===== src/rtl/image_op_sequencer.sv =====
`default_nettype none
// ============================================================================
//  Module   : image_op_sequencer
//  Purpose  : Frame-level controller for the image adapter / SRAM datapath.
//             Accepts one command per frame, optionally runs a store pass,
//             then one transform pass (rotate CCW or horizontal mirror).
//             Converts the adapter's free-running scan into stream handshakes
//             and compensates for the SRAM read latency.
//  Options  : IMG_SEQ_UNDERRUN_CHK_EN - abort the frame and flag err when
//             in_valid is low during any LOAD cycle.
//  Revision : 1.0 - initial release
// ============================================================================
module image_op_sequencer #(
    parameter int PIX_COUNT = 1048576,
    parameter int CNT_W     = 21,
    parameter int RD_LAT    = 1
) (
    input  logic       clk,
    input  logic       rst,
    input  logic       cmd_valid,
    output logic       cmd_ready,
    input  logic [1:0] cmd_op,
    input  logic       cmd_load,
    input  logic       in_valid,
    input  logic [7:0] in_data,
    output logic       in_ready,
    output logic       out_valid,
    output logic [7:0] out_data,
    output logic       out_last,
    output logic       adp_rst,
    output logic [1:0] adp_op_mode,
    output logic [7:0] adp_data_in,
    input  logic [7:0] adp_data_out,
    output logic       busy,
    output logic       err
);

    typedef enum logic [2:0] {
        S_IDLE  = 3'd0,
        S_ARM_L = 3'd1,
        S_LOAD  = 3'd2,
        S_ARM_X = 3'd3,
        S_XFORM = 3'd4,
        S_DRAIN = 3'd5
    } state_t;

    localparam logic [CNT_W-1:0] c_pix_last   = CNT_W'(PIX_COUNT - 1);
    localparam logic [CNT_W-1:0] c_drain_last = CNT_W'(RD_LAT - 1);
    localparam logic [CNT_W-1:0] c_cnt_one    = CNT_W'(1);
    localparam logic [1:0]       c_op_store   = 2'b00;
    localparam logic [1:0]       c_op_rot     = 2'b01;
    localparam logic [1:0]       c_op_mir     = 2'b10;

    state_t             r_state;
    state_t             w_state_nxt;
    logic [CNT_W-1:0]   r_cnt;
    logic [CNT_W-1:0]   w_cnt_nxt;
    logic [1:0]         r_op;
    logic [1:0]         w_op_nxt;
    logic               r_err;
    logic               w_err_nxt;
    logic               w_xf_act;
    logic               w_xf_term;
    logic               w_adp_rst;
    logic [1:0]         w_adp_op;
    logic               w_op_legal;
    logic [RD_LAT-1:0]  r_vld_pipe;
    logic [RD_LAT-1:0]  r_last_pipe;

    assign w_op_legal = (cmd_op == c_op_rot) || (cmd_op == c_op_mir);

`ifndef IMG_SEQ_UNDERRUN_CHK_EN
    // Without the underrun check the adapter writes whatever in_data holds.
    logic w_unused_in_valid;
    assign w_unused_in_valid = in_valid;
`endif

    // State, counter, latched op and sticky error registers
    always_ff @(posedge clk or negedge rst) begin
        if (!rst) begin
            r_state <= S_IDLE;
            r_cnt   <= '0;
            r_op    <= c_op_store;
            r_err   <= 1'b0;
        end else begin
            r_state <= w_state_nxt;
            r_cnt   <= w_cnt_nxt;
            r_op    <= w_op_nxt;
            r_err   <= w_err_nxt;
        end
    end

    // Next-state, pass counter and adapter control decode
    always_comb begin
        w_state_nxt = r_state;
        w_cnt_nxt   = r_cnt;
        w_op_nxt    = r_op;
        w_err_nxt   = r_err;
        w_xf_act    = 1'b0;
        w_xf_term   = 1'b0;
        w_adp_rst   = 1'b1;
        w_adp_op    = c_op_store;
        case (r_state)
            S_IDLE: begin
                w_cnt_nxt = '0;
                if (cmd_valid) begin
                    if (w_op_legal) begin
                        w_op_nxt    = cmd_op;
                        w_err_nxt   = 1'b0;
                        w_state_nxt = cmd_load ? S_ARM_L : S_ARM_X;
                    end else begin
                        w_err_nxt = 1'b1;
                    end
                end
            end
            S_ARM_L: begin
                w_cnt_nxt   = '0;
                w_state_nxt = S_LOAD;
            end
            S_LOAD: begin
                // The adapter cannot stall, so one pixel is written per cycle.
                w_adp_rst = 1'b0;
`ifdef IMG_SEQ_UNDERRUN_CHK_EN
                if (!in_valid) begin
                    w_err_nxt   = 1'b1;
                    w_cnt_nxt   = '0;
                    w_state_nxt = S_IDLE;
                end else
`endif
                if (r_cnt == c_pix_last) begin
                    w_cnt_nxt   = '0;
                    w_state_nxt = S_ARM_X;
                end else begin
                    w_cnt_nxt = r_cnt + c_cnt_one;
                end
            end
            S_ARM_X: begin
                w_adp_op    = r_op;
                w_cnt_nxt   = '0;
                w_state_nxt = S_XFORM;
            end
            S_XFORM: begin
                w_adp_rst = 1'b0;
                w_adp_op  = r_op;
                w_xf_act  = 1'b1;
                if (r_cnt == c_pix_last) begin
                    w_xf_term   = 1'b1;
                    w_cnt_nxt   = '0;
                    w_state_nxt = S_DRAIN;
                end else begin
                    w_cnt_nxt = r_cnt + c_cnt_one;
                end
            end
            S_DRAIN: begin
                // Hold the read mode until the last SRAM read has returned.
                w_adp_rst = 1'b0;
                w_adp_op  = r_op;
                if (r_cnt == c_drain_last) begin
                    w_cnt_nxt   = '0;
                    w_state_nxt = S_IDLE;
                end else begin
                    w_cnt_nxt = r_cnt + c_cnt_one;
                end
            end
            default: begin
                w_cnt_nxt   = '0;
                w_state_nxt = S_IDLE;
            end
        endcase
    end

    // Align valid/last with the SRAM read data by delaying them RD_LAT cycles
    generate
        if (RD_LAT == 1) begin : g_lat_one
            always_ff @(posedge clk or negedge rst) begin
                if (!rst) begin
                    r_vld_pipe  <= '0;
                    r_last_pipe <= '0;
                end else begin
                    r_vld_pipe  <= w_xf_act;
                    r_last_pipe <= w_xf_term;
                end
            end
        end else begin : g_lat_multi
            always_ff @(posedge clk or negedge rst) begin
                if (!rst) begin
                    r_vld_pipe  <= '0;
                    r_last_pipe <= '0;
                end else begin
                    r_vld_pipe  <= {r_vld_pipe[RD_LAT-2:0], w_xf_act};
                    r_last_pipe <= {r_last_pipe[RD_LAT-2:0], w_xf_term};
                end
            end
        end
    endgenerate

    assign cmd_ready   = (r_state == S_IDLE);
    assign busy        = (r_state != S_IDLE);
    assign in_ready    = (r_state == S_LOAD);
    assign err         = r_err;
    assign adp_rst     = w_adp_rst;
    assign adp_op_mode = w_adp_op;
    assign adp_data_in = in_data;
    assign out_data    = adp_data_out;
    assign out_valid   = r_vld_pipe[RD_LAT-1];
    assign out_last    = r_last_pipe[RD_LAT-1];

endmodule
`default_nettype wire


===== config.mk =====
export PLATFORM = sky130hd
export DESIGN_NAME = image_op_sequencer
export DESIGN_NICKNAME = d
export VERILOG_FILES = /design/src/rtl/image_op_sequencer.sv
export SDC_FILE = /design/constraint.sdc
export NUM_CORES = 1
export LEC_CHECK = 0
export BUFFER_PORTS_ARGS = -buffer_cell sky130_fd_sc_hd__buf_2
export CORE_ASPECT_RATIO = 0.75
export CORE_UTILIZATION = 50
export CTS_CLUSTER_DIAMETER = 60
export CTS_CLUSTER_SIZE = 16
export DETAILED_ROUTE_END_ITERATION = 12
export GPL_TIMING_DRIVEN = 0
export PLACE_DENSITY_LB_ADDON = 0.2
export SKIP_LAST_GASP = 1
export SLEW_MARGIN = 10
export SYNTH_ARGS = -nofsm -noshare
export SYNTH_HDL_FRONTEND = slang
export SYNTH_SLANG_ARGS = --single-unit

===== constraint.sdc =====
create_clock -name clk -period 3.8 [get_ports clk]
set_input_delay 0.19 -clock clk [delete_from_list [all_inputs] [get_ports clk]]
set_output_delay 0.19 -clock clk [all_outputs]
set_load 0.1 [all_outputs]

==> results.json, run 1 <==
{
  "status": "complete, no violations",
  "synth-seq-area-share": 0.445,
  "worst_pin_slew_ns": 0.631,
  "vias": 1353,
  "io_pins": 48,
  "fmax_mhz": 461,
  "initialDrtViolationCount": 89,
  "swShare": 0.530,
  "synth_seq_cells": 29,
  "cap_violations": 0,
  "antennaDiodeCount": 0,
  "cts.sinks": 29,
  "fillers": 264,
  "worst-path-max-fanout": 9,
  "grtUsageTotal": 0.216,
  "final_nets": 240,
  "async_flop_share": 1.00,
  "crit_slowest_cell": "buf_2",
  "yosys_warnings": 0,
  "crit_chain": "clkbuf_1 -> nand2b_1 -> or2_2 -> nand2_1 -> and2_1 -> buf_2",
  "drive_gt1_frac": 0.278,
  "grt_pass1_vias": 1244,
  "cts_buffer_depth": 2,
  "hold_viol_final": 0,
  "fin_crit_sh": 0.571,
  "post-cts-setup-buffers": 0,
  "areaGrowthSynthToFinish_pct": 18.0,
  "critPathArrivalTime_ns": 1.98,
  "die_h_um": 51.5,
  "grt_max_degree": 30,
  "pwr-share-clk": 0.186,
  "synth_nets": 202,
  "wire_per_inst_um": 13.2,
  "initial_core_util": 0.540,
  "clkTransAtPathRegs_ns": 0.06,
  "hold_class": "input pin to register",
  "portBuffers": 30,
  "cts_buffers": 5,
  "totalWireLength_mm": 3.36,
  "synth_edf_count": 0,
  "die_area_um2": 3500,
  "irDropWorstVdd_mv": 0.482,
  "setup_ws_ns": 1.63,
  "dp_hpwl_mm": 2.50,
  "cts_root_buf": "clkbuf_8",
  "grt_antenna_before_repair": 0,
  "cts_tree": "built",
  "switchingPower_w": 0.000687,
  "rsz0062_at_grt": "no",
  "synthDistinctLibCells": 34,
  "grt_pass1_wl_mm": 5.44,
  "start_kind": "register",
  "cts.htree.levels": 2,
  "layout_min_cycle_time_ns": 2.17,
  "synthFlopType": "dfrtp_1",
  "syn_area_per_cell_um2": 9.21,
  "finalSetupViolCount": 0,
  "clock-skew-final_ns": 0.00591,
  "multi_input_area_um2": 752,
  "drc": 0,
  "endpoint_kind": "primary output",
  "design.core.area_um2": 3020,
  "clkLatencyLatePin_ns": 0.28,
  "finalMaxSlewViolations": 0,
  "fin_util": 0.637,
  "via_per_inst": 5.33,
  "crit_type": "register to primary output",
  "tns_ns": 0,
  "pre_cts_ws_ns": 1.94,
  "ant_nets": 0,
  "p_leak_nw": 0.907,
  "power_density_nw_per_um2": 674,
  "syn_area_um2": 1630,
  "p_int_w": 0.000608,
  "slew_headroom": 0.579,
  "grt-ovfl-total": 0,
  "place_congestion": 0.830,
  "seq_power_share": 0.282,
  "fp-row-count": 17,
  "syn_inst": 177,
  "required_ns": 3.61,
  "die_width_um": 67.9,
  "critPathMaxStageDelay_ns": 0.41,
  "dr.pass1.iters": 4,
  "power_frac_comb": 0.532,
  "seq_area_um2": 726
}
-- synth_stat cells (all sizes together), types with 3 or more instances --
library cell  instances  share of area
nor3                  4          0.012
and4                  3          0.018
and2                  4          0.015
xnor2                 6          0.032
nor4                  3          0.015
and3                  3          0.015
inv                   4         0.0092
nand2                15          0.035
dfrtp                29           0.45
o21ai                 4          0.012
xor2                 13          0.070
nand4                 5          0.023
a21oi                 4          0.012
buf                  18          0.083
nand3                 9          0.028
nor2                 31          0.071
-- power groups by stage --
stage / registers [W] / clock network, W / logic, W
global route: 0.000372 / 0.000263 / 0.000730
floorplan: 0.000426 / 0 / 0.000521
finish: 0.000366 / 0.000240 / 0.000690
CTS: 0.000366 / 0.000246 / 0.000691
global placement: 0.000369 / 0 / 0.000679
detailed placement: 0.000371 / 0 / 0.000688
-- cells in the final DEF (no fill, tap or decap), types with 4 or more instances in the layout --
cell,netlist,layout
inv_1,4,4
clkbuf_8,0,5
a21oi_1,4,4
buf_4,18,18
nand4_1,4,4
xnor2_1,6,6
and2_1,4,4
nor2_1,31,31
o21ai_0,4,4
nand3_1,9,9
buf_2,0,30
clkbuf_1,2,5
nand2_1,15,15
dfrtp_1,29,29
xor2_1,13,13
-- cells by family (layout without fill, tap and decap cells) --
kind of cell               count (synthesis)  after routing  share of synthesized area
buffers and inverters                     24             63                     0.0967
DFF                                       29             29                      0.445
xor gates and xnor gates                  19             19                      0.102
and+or+nand+nor                           88             88                      0.284
AOI/OAI and AO/OA                         15             15                     0.0568
adders and majority gates                  2              2                     0.0153
-- state kept, by name, indices dropped and copies added (netlist names) --
register   cells
r_state        3
r_cnt         21
err            1
out_valid      1
r_op           2
out_last       1
-- worst max-delay path, delay by kind of cell (launching register included) --
| kind | cells | cell delay, ns |
|---|---|---|
| DFF | 1 | 0.32 |
| and+or+nand+nor | 4 | 0.67 |
| buffers and inverters | 2 | 0.69 |
-- per-stage QoR --
step                      hold WS (ns)  power [W]  instances  cell area [um^2]
after floorplan                 -0.106   0.000947        177              1640
after global placement           0.242    0.00105        245              1830
after detailed placement         0.247    0.00106        245              1830
after CTS                        0.135    0.00130        254              1920
after global routing             0.169    0.00137        254              1920
final                            0.141    0.00130        254              1920
-- area by class of cell --
class / instances / area share
repair buffers: 31 / 0.0833
flip-flops and latches: 29 / 0.377
clock buffers: 8 / 0.0416
well taps: 38 / 0.0247
inverters: 4 / 0.00781
plain buffers: 20 / 0.0742
multi-input cells: 124 / 0.391
-- final timing paths --
check                                start  cells after the start              to  slack [ns]
worst max-delay path            r_state[1]                      6  adp_op_mode[1]        1.63
worst min-delay path             cmd_op[1]                      2         r_op[0]        0.14
worst max register to register    r_cnt[8]                      6       r_cnt[10]        1.93
worst min register to register    r_cnt[0]                      1        r_cnt[0]        0.49
max in group asynchronous              rst                      2             err        2.92
min in group asynchronous              rst                      2        r_cnt[6]        0.47
-- layer usage --
metal / track usage / share of wire / up-vias
li1: - / - / 665
met2: 0.309 / 0.44 / 51
met1: 0.302 / 0.48 / 635
met3: 0.0692 / 0.074 / 2
met5: 0 / 0 / -
met4: 0.0799 / 0.0068 / 0
-- what timing repair did --
item | 4_1_cts | 5_1_grt
gates resized for setup | 0 | 0
hold buffers | 1 | 0
hold endpoints to repair | 29 | 0
(Power assumes the default switching activity.)
==> run 2, diff against run 1 <==
CORE_UTILIZATION = 46   (was 50)
clock period = 1.81 ns   (was 3.8 ns; I/O delays follow)
==> run 2 against run 1 <==
Net effect:
- the flow now finishes with violations (design-rule violations, negative setup slack)
- total power up 130%
- sequential share of layout area decreased by 3.1 points
- global-route usage decreased by 2.3 points
- clock skew increased by 0.0032 ns
- final area is 10% higher
==> results.json, run 2 (synthesis results as in run 1) <==
{
  "status": "finished with violations",
  "violations": "design-rule violations, negative setup slack",
  "via_per_inst": 5.30,
  "wire_per_inst_um": 14.1,
  "initialDrtViolationCount": 69,
  "die_h_um": 53.6,
  "finalMaxSlewViolations": 0,
  "layout_commonest_cell": "nor2_1",
  "place_congestion": 0.821,
  "final_cell_mix": "nor2_1 (30), buf_2 (28), dfrtp_1 (23), buf_4 (20), nand2_1 (15)",
  "crit_chain": "nand2b_1 -> or2_2 -> nand2_1 -> and2_2 -> buf_12",
  "grt_antenna_before_repair": 0,
  "start_kind": "register",
  "clkLatencyLatePin_ns": 0.29,
  "layout_min_cycle_time_ns": 1.82,
  "dr.pass1.iters": 8,
  "power_frac_comb": 0.574,
  "initial_core_util": 0.489,
  "fp-row-count": 18,
  "worst_pin_slew_ns": 0.626,
  "tns_ns": -0.0163,
  "r2r_cells": 6,
  "vias": 1382,
  "critPathMaxStageDelay_ns": 0.47,
  "clock-skew-final_ns": 0.00915,
  "ant_nets": 0,
  "fin_crit_sh": 1.00,
  "pwr-share-clk": 0.167,
  "p_int_w": 0.00145,
  "min_delay_path_depth": 2,
  "r2r_start": "r_cnt[8]",
  "drive_gt1_frac": 0.403,
  "switchingPower_w": 0.00157,
  "portBuffers": 30,
  "worst-path-max-fanout": 8,
  "grt_pass1_wl_mm": 5.44,
  "die_area_um2": 3790,
  "grt_pass1_vias": 1195,
  "areaGrowthSynthToFinish_pct": 30.0,
  "stdcell_count": 261,
  "cts_buffers": 5,
  "hold_class": "input pin to register",
  "crit_family": "simple AND/OR/NAND/NOR gates",
  "cts_root_buf": "clkbuf_8",
  "crit_type": "register to primary output",
  "final_nets": 245,
  "cts.htree.levels": 2,
  "hold_path_end": "r_op[0]",
  "p_leak_nw": 0.962,
  "antennaDiodeCount": 0,
  "die_width_um": 70.7,
  "design.core.area_um2": 3330,
  "min_from": "cmd_op[1]",
  "drc": 8,
  "reg2reg_to": "r_cnt[9]",
  "rsz0062_at_grt": "yes",
  "grt_max_degree": 30,
  "dp_hpwl_mm": 2.44,
  "endpoint_kind": "primary output",
  "clkTransAtPathRegs_ns": 0.06,
  "finalSetupViolCount": 2,
  "hold_viol_final": 0,
  "totalWireLength_mm": 3.67,
  "grt-ovfl-total": 0,
  "cts_buffer_depth": 2,
  "cap_violations": 0,
  "io_pins": 48,
  "cts.sinks": 29,
  "top_regs": "r_cnt x21, r_state x3, r_op x2",
  "r2r_setup_slack_ns": 0.04,
  "grtUsageTotal": 0.194,
  "seq_power_share": 0.259,
  "largest_reg_flops": 21,
  "place_inst": 247,
  "regMostFlops": "r_cnt",
  "swShare": 0.519,
  "setup_ws_ns": -0.00857,
  "required_ns": 1.72,
  "critPathBufInv": 1,
  "crit_slowest_cell": "dfrtp_2",
  "cts_tree": "built",
  "slew_headroom": 0.582,
  "irDropWorstVdd_mv": 0.847,
  "critPathArrivalTime_ns": 1.73,
  "fmax_mhz": 550,
  "power_density_nw_per_um2": 1420
}
[run 2: changes by cell type in the layout (fill, tap and decap cells not counted), sizes merged]
cell	previous run	this run
buf	48	54
clkbuf	10	7
clkinv	0	2
[run 2: what timing repair did]
item / CTS / global route
gates cloned: 0 / 2
endpoints found under the hold margin: 29 / 0
pin swaps: 1 / 4
resized for setup: 7 / 33
hold buffers: 1 / 0
setup endpoints to repair: 24 / 24
setup buffers: 1 / 2
[run 2: final cells by class]
type / instances / area [um^2]
Fill cell: 263 / 1210
Multi-Input combinational cell: 124 / 848
Sequential cell: 29 / 733
Timing Repair Buffer: 36 / 238
Buffer: 20 / 153
Clock buffer: 6 / 72.6
Tap cell: 40 / 50.0
Inverter: 4 / 15.0
Clock inverter: 2 / 10.0
[run 2: power groups by stage]
stage	Clock (W)	Combinational (W)	Sequential, W
finish	0.000505	0.00173	0.000783
global route	0.000552	0.00181	0.000793
CTS	0.000516	0.00151	0.000775
detailed placement	0	0.00147	0.000784
global placement	0	0.00146	0.000779
floorplan	0	0.00113	0.000896
[run 2: metal layers]
layer	vias up	GRT usage	wire length [um]
met5	-	0	0
met4	0	0.0900	43
met3	5	0.0524	276
met2	56	0.288	1600
met1	647	0.266	1750
li1	674	-	-
[run 2: how the worst max path moves through the flow]
| stage | startpoint | to | depth (start not counted) |
|---|---|---|---|
| 3_5_place_dp | r_cnt[0] | r_state[0] | 6 |
| 5_1_grt | r_state[2] | adp_op_mode[1] | 5 |
| 2_1_floorplan | r_state[1] | busy | 3 |
| 6_report | r_state[2] | adp_op_mode[0] | 5 |
| 3_3_place_gp | r_cnt[8] | r_cnt[14] | 6 |
| 4_1_cts | r_cnt[8] | r_cnt[9] | 6 |
[run 2: per-stage QoR]
step	power [W]	hold WS (ns)	area [um^2]	setup slack (ns)	util
floorplan	0.00202	-0.205	1650	-0.368	-
global placement	0.00224	0.144	1850	-0.0127	0.555
detailed placement	0.00226	0.151	1850	-0.0408	0.555
CTS	0.00280	0.0343	1970	-0.00287	0.591
global route	0.00316	0.0402	2120	-0.0742	0.636
finish	0.00302	0.0378	2120	-0.00857	0.636
